$ cat src/rtl/adder_arb_pkg.sv
// Shared types and width helpers for the round-robin adder arbiter.
package adder_arb_pkg;

  localparam int DEF_NREQ  = 4;
  localparam int DEF_WIDTH = 8;

  typedef enum logic [1:0] {
    ST_IDLE = 2'd0,
    ST_CALC = 2'd1,
    ST_RESP = 2'd2
  } state_t;

  // Requester-id width: at least one bit even for tiny requester counts.
  function automatic int calc_idw(input int n);
    return (n <= 2) ? 1 : $clog2(n);
  endfunction

endpackage

$ cat src/rtl/adder_arbiter_rr.sv
// Combinational round-robin picker: first set request at or above ptr, wrapping.
module rr_arbiter #(
  parameter int NREQ = 4,
  parameter int IDW  = adder_arb_pkg::calc_idw(NREQ)
) (
  input  logic [NREQ-1:0] req,
  input  logic [IDW-1:0]  ptr,
  input  logic            en,
  output logic [NREQ-1:0] gnt,
  output logic [IDW-1:0]  gnt_id
);

  int   idx;
  logic found;

  // Scan upward from ptr; the first hit wins and later hits are ignored.
  always_comb begin
    gnt    = '0;
    gnt_id = '0;
    found  = 1'b0;
    idx    = 0;
    if (en) begin
      for (int k = 0; k < NREQ; k++) begin
        idx = int'(ptr) + k;
        if (idx >= NREQ) begin
          idx = idx - NREQ;
        end
        if (!found && req[idx]) begin
          found    = 1'b1;
          gnt[idx] = 1'b1;
          gnt_id   = IDW'(idx);
        end
      end
    end
  end

endmodule

$ cat src/rtl/adder_arbiter.sv
// Shares one adder among NREQ requesters; one operation in flight at a time.
module adder_arbiter
  import adder_arb_pkg::*;
#(
  parameter int NREQ   = DEF_NREQ,
  parameter int WIDTH  = DEF_WIDTH,
  parameter int SWIDTH = WIDTH + 1,
  parameter int IDW    = calc_idw(NREQ)
) (
  input  logic                  clk,
  input  logic                  rst,
  input  logic [NREQ-1:0]       req_valid,
  output logic [NREQ-1:0]       req_ready,
  input  logic [NREQ*WIDTH-1:0] req_x,
  input  logic [NREQ*WIDTH-1:0] req_y,
  input  logic [NREQ-1:0]       req_cin,
  output logic                  rsp_valid,
  input  logic                  rsp_ready,
  output logic [IDW-1:0]        rsp_id,
  output logic [SWIDTH-1:0]     rsp_sum,
  output logic                  rsp_zero,
  output logic                  busy
);

  state_t             state_q, state_d;
  logic [IDW-1:0]     ptr_q, ptr_d;
  logic [IDW-1:0]     id_q, id_d;
  logic [WIDTH-1:0]   x_q, x_d;
  logic [WIDTH-1:0]   y_q, y_d;
  logic               cin_q, cin_d;
  logic               rsp_valid_q, rsp_valid_d;
  logic [SWIDTH-1:0]  rsp_sum_q, rsp_sum_d;
  logic               rsp_zero_q, rsp_zero_d;
  logic [IDW-1:0]     rsp_id_q, rsp_id_d;

  logic [WIDTH-1:0]   x_arr [NREQ];
  logic [WIDTH-1:0]   y_arr [NREQ];
  logic [NREQ-1:0]    gnt;
  logic [IDW-1:0]     gnt_id;
  logic               arb_en;
  logic [SWIDTH-1:0]  sum;

  // Unpack per-requester operand slices so the winner can be selected by id.
  for (genvar gi = 0; gi < NREQ; gi++) begin : g_unpack
    assign x_arr[gi] = req_x[gi*WIDTH +: WIDTH];
    assign y_arr[gi] = req_y[gi*WIDTH +: WIDTH];
  end

  // Grants only in IDLE; a reset in the grant cycle suppresses the handshake
  // so the requester does not believe it was served.
  assign arb_en = (state_q == ST_IDLE) && !rst;

  rr_arbiter #(
    .NREQ (NREQ),
    .IDW  (IDW)
  ) u_rr_arbiter (
    .req    (req_valid),
    .ptr    (ptr_q),
    .en     (arb_en),
    .gnt    (gnt),
    .gnt_id (gnt_id)
  );

  // Full-width sum keeps the carry-out.
  assign sum = SWIDTH'(x_q) + SWIDTH'(y_q) + SWIDTH'(cin_q);

  // Next-state and datapath capture for the IDLE/CALC/RESP sequence.
  always_comb begin
    state_d     = state_q;
    ptr_d       = ptr_q;
    id_d        = id_q;
    x_d         = x_q;
    y_d         = y_q;
    cin_d       = cin_q;
    rsp_valid_d = rsp_valid_q;
    rsp_sum_d   = rsp_sum_q;
    rsp_zero_d  = rsp_zero_q;
    rsp_id_d    = rsp_id_q;
    case (state_q)
      ST_IDLE: begin
        if (|gnt) begin
          x_d     = x_arr[gnt_id];
          y_d     = y_arr[gnt_id];
          cin_d   = req_cin[gnt_id];
          id_d    = gnt_id;
          ptr_d   = (gnt_id == IDW'(NREQ - 1)) ? '0 : gnt_id + 1'b1;
          state_d = ST_CALC;
        end
      end
      ST_CALC: begin
        rsp_sum_d   = sum;
        rsp_zero_d  = (sum == '0);
        rsp_id_d    = id_q;
        rsp_valid_d = 1'b1;
        state_d     = ST_RESP;
      end
      ST_RESP: begin
        if (rsp_ready) begin
          rsp_valid_d = 1'b0;
          state_d     = ST_IDLE;
        end
      end
      default: begin
        state_d = ST_IDLE;
      end
    endcase
  end

  // State and datapath registers with synchronous reset.
  always_ff @(posedge clk) begin
    if (rst) begin
      state_q     <= ST_IDLE;
      ptr_q       <= '0;
      id_q        <= '0;
      x_q         <= '0;
      y_q         <= '0;
      cin_q       <= 1'b0;
      rsp_valid_q <= 1'b0;
      rsp_sum_q   <= '0;
      rsp_zero_q  <= 1'b0;
      rsp_id_q    <= '0;
    end else begin
      state_q     <= state_d;
      ptr_q       <= ptr_d;
      id_q        <= id_d;
      x_q         <= x_d;
      y_q         <= y_d;
      cin_q       <= cin_d;
      rsp_valid_q <= rsp_valid_d;
      rsp_sum_q   <= rsp_sum_d;
      rsp_zero_q  <= rsp_zero_d;
      rsp_id_q    <= rsp_id_d;
    end
  end

  assign req_ready = gnt;
  assign rsp_valid = rsp_valid_q;
  assign rsp_sum   = rsp_sum_q;
  assign rsp_zero  = rsp_zero_q;
  assign rsp_id    = rsp_id_q;
  assign busy      = (state_q != ST_IDLE);

endmodule
$ cat config.mk
export PLATFORM = sky130hd
export DESIGN_NAME = adder_arbiter
export DESIGN_NICKNAME = d
export VERILOG_FILES = /design/src/rtl/adder_arb_pkg.sv /design/src/rtl/adder_arbiter_rr.sv /design/src/rtl/adder_arbiter.sv
export SDC_FILE = /design/constraint.sdc
export NUM_CORES = 1
export LEC_CHECK = 0
export BUFFER_PORTS_ARGS = -buffer_cell sky130_fd_sc_hd__buf_4
export CAP_MARGIN = 20
export CELL_PAD_IN_SITES_DETAIL_PLACEMENT = 1
export CELL_PAD_IN_SITES_GLOBAL_PLACEMENT = 2
export CORE_MARGIN = 2
export CORE_UTILIZATION = 32
export DETAILED_ROUTE_END_ITERATION = 8
export GPL_TIMING_DRIVEN = 0
export PLACE_DENSITY = 0.91
export SKIP_LAST_GASP = 1
export SYNTH_ARGS = -nofsm -noshare
export SYNTH_HDL_FRONTEND = slang
export SYNTH_SLANG_ARGS = --single-unit
$ cat constraint.sdc
create_clock -name clk -period 9.1 [get_ports clk]
set_clock_uncertainty 0.1 [all_clocks]
set_input_delay 0 -clock clk [delete_from_list [all_inputs] [get_ports clk]]
set_output_delay 0 -clock clk [all_outputs]
set_load 0.02 [all_outputs]
# Word-level counts from Yosys, hierarchy flattened
# Cells that the tools add are included.
# op_classes
add_sub_neg,10
multipliers,0
div,0
n_lt_le_gt_ge,14
eq_ne,5
shift,0
mux,61
bitwise_logic,4
n_reduce_logical,20
# ops
cell,n
32-bit 2-to-1 mux,8
"32-bit by 1-bit >= comparator with 1-bit output, second input constant",4
"32-bit by 4-bit less-than comparator with 1-bit output, second input constant",4
"32-bit by 4-bit >= comparator with 1-bit output, second input constant",3
"32-bit by 4-bit subtractor with 32-bit output, second input constant",3
8-bit binary-select mux with 2-bit select,2
4-bit 2-to-1 mux,8
8-bit 2-to-1 mux,4
1-bit 2-to-1 mux,20
2-bit 2-to-1 mux,8
4-bit bitwise OR,3
1-bit binary-select mux with 2-bit select,5
8-bit by 8-bit adder with 9-bit output,1
9-bit by 1-bit adder with 9-bit output,1
9-bit zero test,1
1-bit demux with 2-bit select,4
1-bit logical AND,8
"2-bit by 2-bit adder with 3-bit output, second input constant",2
2-bit case mux with 3 select lines,1
2-bit AND reduction,3
"2-bit equality test, second input constant",2
1-bit zero test,4
2-bit nonzero test,2
4-bit OR reduction,1
other kinds (12),12
# word_totals
regBits,36
latch_bits,0
ramBits,0
rom_bits,0
inputBits,75
out_inout_bits,18
elab_cells,124
memories,0

# Longest topological paths before layout
# logic_depth
depth_word,24
depth_mapped,13
ltp_nobuf,10

# Cells and area by module
# A second synthesis with hierarchy kept.
# hier_totals
cells_unflattened,280
hier_area_um2,2613.8
# modules_own_cells
module,n_inst,cells_per_inst,area_per_inst_um2,seq_area_each_um2
adder_arbiter,1,223,2089.5,720.7
rr_arbiter,1,57,524.3,0.0

# Worst setup path before layout
# OpenSTA, ideal clock, no wires.
# synth_timing
path_kind,reg-to-reg
from,register ptr_q[0]
to,register id_q[0]
setup_time_ns,0.121
arrival_time_ns,2.958
path_slack_ns,5.920
path_stages_with_launch,12
n_path_buf,3
path_cell_list,dfxtp_1 -> buf_4 -> inv_2 -> ha_1 -> buf_6 -> mux4_2 -> a221o_1 -> a221oi_1 -> and4_1 -> buf_6 -> nor2_4 -> mux2_4
# synth_via
elab_chain_cells,22
word_cells_on_any_way,81
# synth_lines
item,line_no,text
"start, declared",adder_arbiter.sv:26,"logic [IDW-1:0] ptr_q, ptr_d;"
"start signal, assigned",adder_arbiter.sv:124,ptr_q <= ptr_d;
branches (longest 22 deep; another with 32-bit by 4-bit subtractor with 32-bit output),-,
"end signal, assigned",adder_arbiter.sv:125,id_q <= id_d;
"end, declared",adder_arbiter.sv:27,"logic [IDW-1:0] id_q, id_d;"
# Parallel ways; which one is timed is not known. The select of a mux whose other input is x is not followed.
# A chain may end at the register's enable or synchronous reset.

# Worst setup path after layout
# layout_timing
from,register ptr_q[0]
to,register x_q[2]
# layout_via
elab_chain_cells,24
word_cells_on_any_way,85
# layout_lines
item,line_no,text
branches (longest 24 deep; another with 32-bit by 4-bit subtractor with 32-bit output),-,
"end signal, assigned",adder_arbiter.sv:115,x_q <= '0;
"end signal, assigned",adder_arbiter.sv:126,x_q <= x_d;
"end, declared",adder_arbiter.sv:28,"logic [WIDTH-1:0] x_q, x_d;"
# Parallel ways; which one is timed is not known. The select of a mux whose other input is x is not followed.

==> results.sh <==
export IMPL_slowest_stage="mux4_2"
export IMPL_ys_types=57
export IMPL_wl_per_cell_um=15.0
export IMPL_p_per_area_mw_per_mm2=286
export IMPL_syn_num_nets=398
export IMPL_netlist_area_mm2=0.00280
export IMPL_status="completed"
export IMPL_cp_end_kind="register"
export IMPL_grt_pass1_vias=2716
export IMPL_worst_path_most_repeated_cell="buf_6"
export IMPL_fin_crit_ps=3560
export IMPL_die_w_um=97.5
export IMPL_dr_pass1_iters=4
export IMPL_drive_gt1_share_pct=31.8
export IMPL_clockBufferDepth=2
export IMPL_ys_ff_latch=36
export IMPL_path_cells="buf_4 > inv_2 > ha_1 > buf_6 > mux4_2 > a221o_1 > a221oi_1 > and4_1 > buf_6 > nor2_2 > buf_6 > a21o_1"
export IMPL_die_y_um=97.5
export IMPL_slew_violations=0
export IMPL_drt_iter0_drc=46
export IMPL_boundaryPins=93
export IMPL_yosysTopAreaCell="dfxtp_1"
export IMPL_core_area_mm2=0.00859
export IMPL_ys_flop_type="dfxtp_1"
export IMPL_drt_vias_per_instance=5.17
export IMPL_final_common_cell="buf_4"
export IMPL_synthArstFlopShare_pct=0
export IMPL_critPathRequiredTime_ps=9180
export IMPL_rsz0062_at_grt="no"
export IMPL_start_util_pct=32.6
export IMPL_cpPeakStageDelay_ps=630
export IMPL_hpwl_um=6230
export IMPL_cts_tree="yes"
export IMPL_track_usage_pct=16.5
export IMPL_arrival_ps=3640
export IMPL_clock_sinks=36
export IMPL_syn_to_final_growth_pct=32.4
export IMPL_clkTransAtPathRegs_ps=70
export IMPL_cts_root_buffer="clkbuf_8"
export IMPL_relSlewSlack_pct=66.8
export IMPL_leakage_nw=1.73
export IMPL_grt_busiest_layer="met2"
export IMPL_worst_pin_slew_ps=498
export IMPL_antenna_found_initial=0
export IMPL_path_max_fanout=10
export IMPL_crit_path_start_kind="register"
export IMPL_ir_worst_vdd_mv=0.0870
export IMPL_synthTopCellsByArea="dfxtp_1, mux2i_1, ha_1, o211a_1, a21o_1"
export IMPL_cts_htree_levels=2
export IMPL_drtAntennaViolNets=0
export IMPL_met3_usage_pct=2.30
export IMPL_min_path_type="in2reg"
export IMPL_grt_max_degree=11
export IMPL_nets=497
export IMPL_drc=0
export IMPL_final_cell_mix="buf_4, mux2i_1, dfxtp_1"
export IMPL_yosys_warnings=0
export IMPL_setup_viol=0
export IMPL_netlist_instances=310
export IMPL_portBuffers=90
export IMPL_report_final_hold_viol_count=0
export IMPL_n_fill_cell=1050
export IMPL_fin_crit_sh_pct=39.1
export IMPL_insertion_delay_ps=290
export IMPL_grt_pass1_wl_um=13100
export IMPL_synth_edf_count=0
export IMPL_ys_seq_area_share_pct=25.7
export IMPL_grt_use_met2_pct=26.0
export IMPL_use_met1_pct=23.3
export IMPL_drt_wl_total_um=7780
export IMPL_cts_buffers=5
export IMPL_crit_type="reg2reg"
export IMPL_avgSynthCellArea_um2=9.03
export IMPL_dieArea_mm2=0.00952
export IMPL_final_setup_tns_ps=0
export IMPL_postLayoutCoreUtil_pct=43.2
export IMPL_place_gp_congestion=0.819
export IMPL_clock_fmax_mhz=281
export IMPL_num_vias=2675
export IMPL_cts_resized=0
export IMPL_synth_top_area_share_pct=25.7
export IMPL_insertedDiodeCount=0
export IMPL_grt_overflow_total=0
export IMPL_cap_viol_max_count=0
export IMPL_num_rows=34
==> cells in the mapped netlist (2+ instances only) <==
cell type / count
a21oi_1: 17
nand3_1: 3
o21a_1: 2
buf_6: 6
a221oi_1: 2
o21ai_0: 2
a22oi_1: 3
mux2i_1: 50
nand2b_1: 5
mux2_4: 2
buf_4: 2
or4_1: 3
nor3b_1: 2
mux2_2: 6
o211a_1: 12
fa_1: 2
buf_2: 7
or3_1: 3
o31ai_1: 10
a211oi_1: 2
o22ai_1: 2
inv_1: 11
a21boi_1: 2
nand2_1: 22
nor2_1: 19
ha_1: 11
dfxtp_1: 36
a221o_1: 2
or2_2: 2
nand3b_1: 3
o211ai_1: 6
a21o_1: 12
clkbuf_1: 8
mux4_2: 2
o21ai_1: 4
xnor2_1: 2
nor2b_1: 5
==> metal layers <==
| metal | routed length [um] | vias to the layer above |
|---|---|---|
| li1 | - | 1342 |
| met1 | 3800 | 1258 |
| met2 | 3530 | 70 |
| met3 | 367 | 5 |
| met4 | 85 | 0 |
| met5 | 0 | - |
==> worst max-delay path, delay by kind of cell, from the launching register on <==
| kind | cells | cell delay [ps] |
|---|---|---|
| AOI/OAI and AO/OA | 3 | 890 |
| adders and majority gates | 1 | 290 |
| DFF | 1 | 460 |
| muxes | 1 | 630 |
| buffers and inverters | 5 | 750 |
| and+or+nand+nor | 2 | 330 |
==> worst paths after layout <==
| path | startpoint | to | slack (ps) | cells after the start |
|---|---|---|---|---|
| worst min register to register | id_q[0]$_SDFFE_PP0P_ | rsp_id[0]$_SDFFE_PP0P_ | 350 | 2 |
| worst max-delay path | ptr_q[0]$_SDFFE_PP0P_ | x_q[2]$_SDFFE_PP0P_ | 5540 | 12 |
| worst min-delay path | req_y[5] | y_q[5]$_SDFFE_PP0P_ | 3 | 4 |
| worst max register to register | ptr_q[0]$_SDFFE_PP0P_ | x_q[2]$_SDFFE_PP0P_ | 5540 | 12 |
==> per-stage QoR <==
| step | setup WS, ps | std cells | hold slack [ps] | total power [mW] | cell area (um^2) |
|---|---|---|---|---|---|
| after floorplan | 5920 | 310 | -27.2 | 0.762 | 2800 |
| after global placement | 5600 | 508 | 134 | 0.935 | 3610 |
| after detailed placement | 5530 | 508 | 136 | 0.954 | 3610 |
| after CTS | 5490 | 517 | 1.29 | 1.07 | 3710 |
| after global routing | 5350 | 517 | 32.9 | 1.15 | 3710 |
| final | 5540 | 517 | 3.04 | 1.06 | 3710 |
==> sequential cells by signal, indices dropped and copies added (netlist names) <==
register / count
id_q: 2
cin_q: 1
rsp_zero: 1
rsp_id: 2
y_q: 8
rsp_sum: 9
rsp_valid: 1
state_q: 2
x_q: 8
ptr_q: 2
==> what timing repair did <==
item | CTS | global route
setup buffers | 0 | 0
hold buffers | 2 | 0
endpoints found under the setup margin | 0 | 0
hold endpoints to repair | 4 | 0
==> cell families after synthesis <==
group	synth area share, %
compound gates	22.7
xor+xnor	0.939
fa+ha+maj	6.34
buf+inv	6.88
flops	25.7
mux	23.0
simple gates	14.4
==> report_power, final <==
group | internal, mW | switching, mW | leakage (nW)
clock | 0.0521 | 0.0564 | 0.0410
sequential | 0.220 | 0.0427 | 0.295
combinational | 0.315 | 0.373 | 1.40
total | 0.587 | 0.472 | 1.73
==> area by class of cell <==
cell class | instances | area (um^2) | share of cell area, %
sequential | 36 | 721 | 19.4
tap | 108 | 135 | 3.64
multi-input combinational | 239 | 1890 | 50.9
clock buffer | 6 | 72.6 | 1.96
inverter | 12 | 45.0 | 1.21
timing repair buffer | 92 | 696 | 18.8
buffer | 23 | 148 | 3.98
clock inverter | 1 | 5.00 | 0.135
Note: power is estimated with default switching activity, not from simulation.
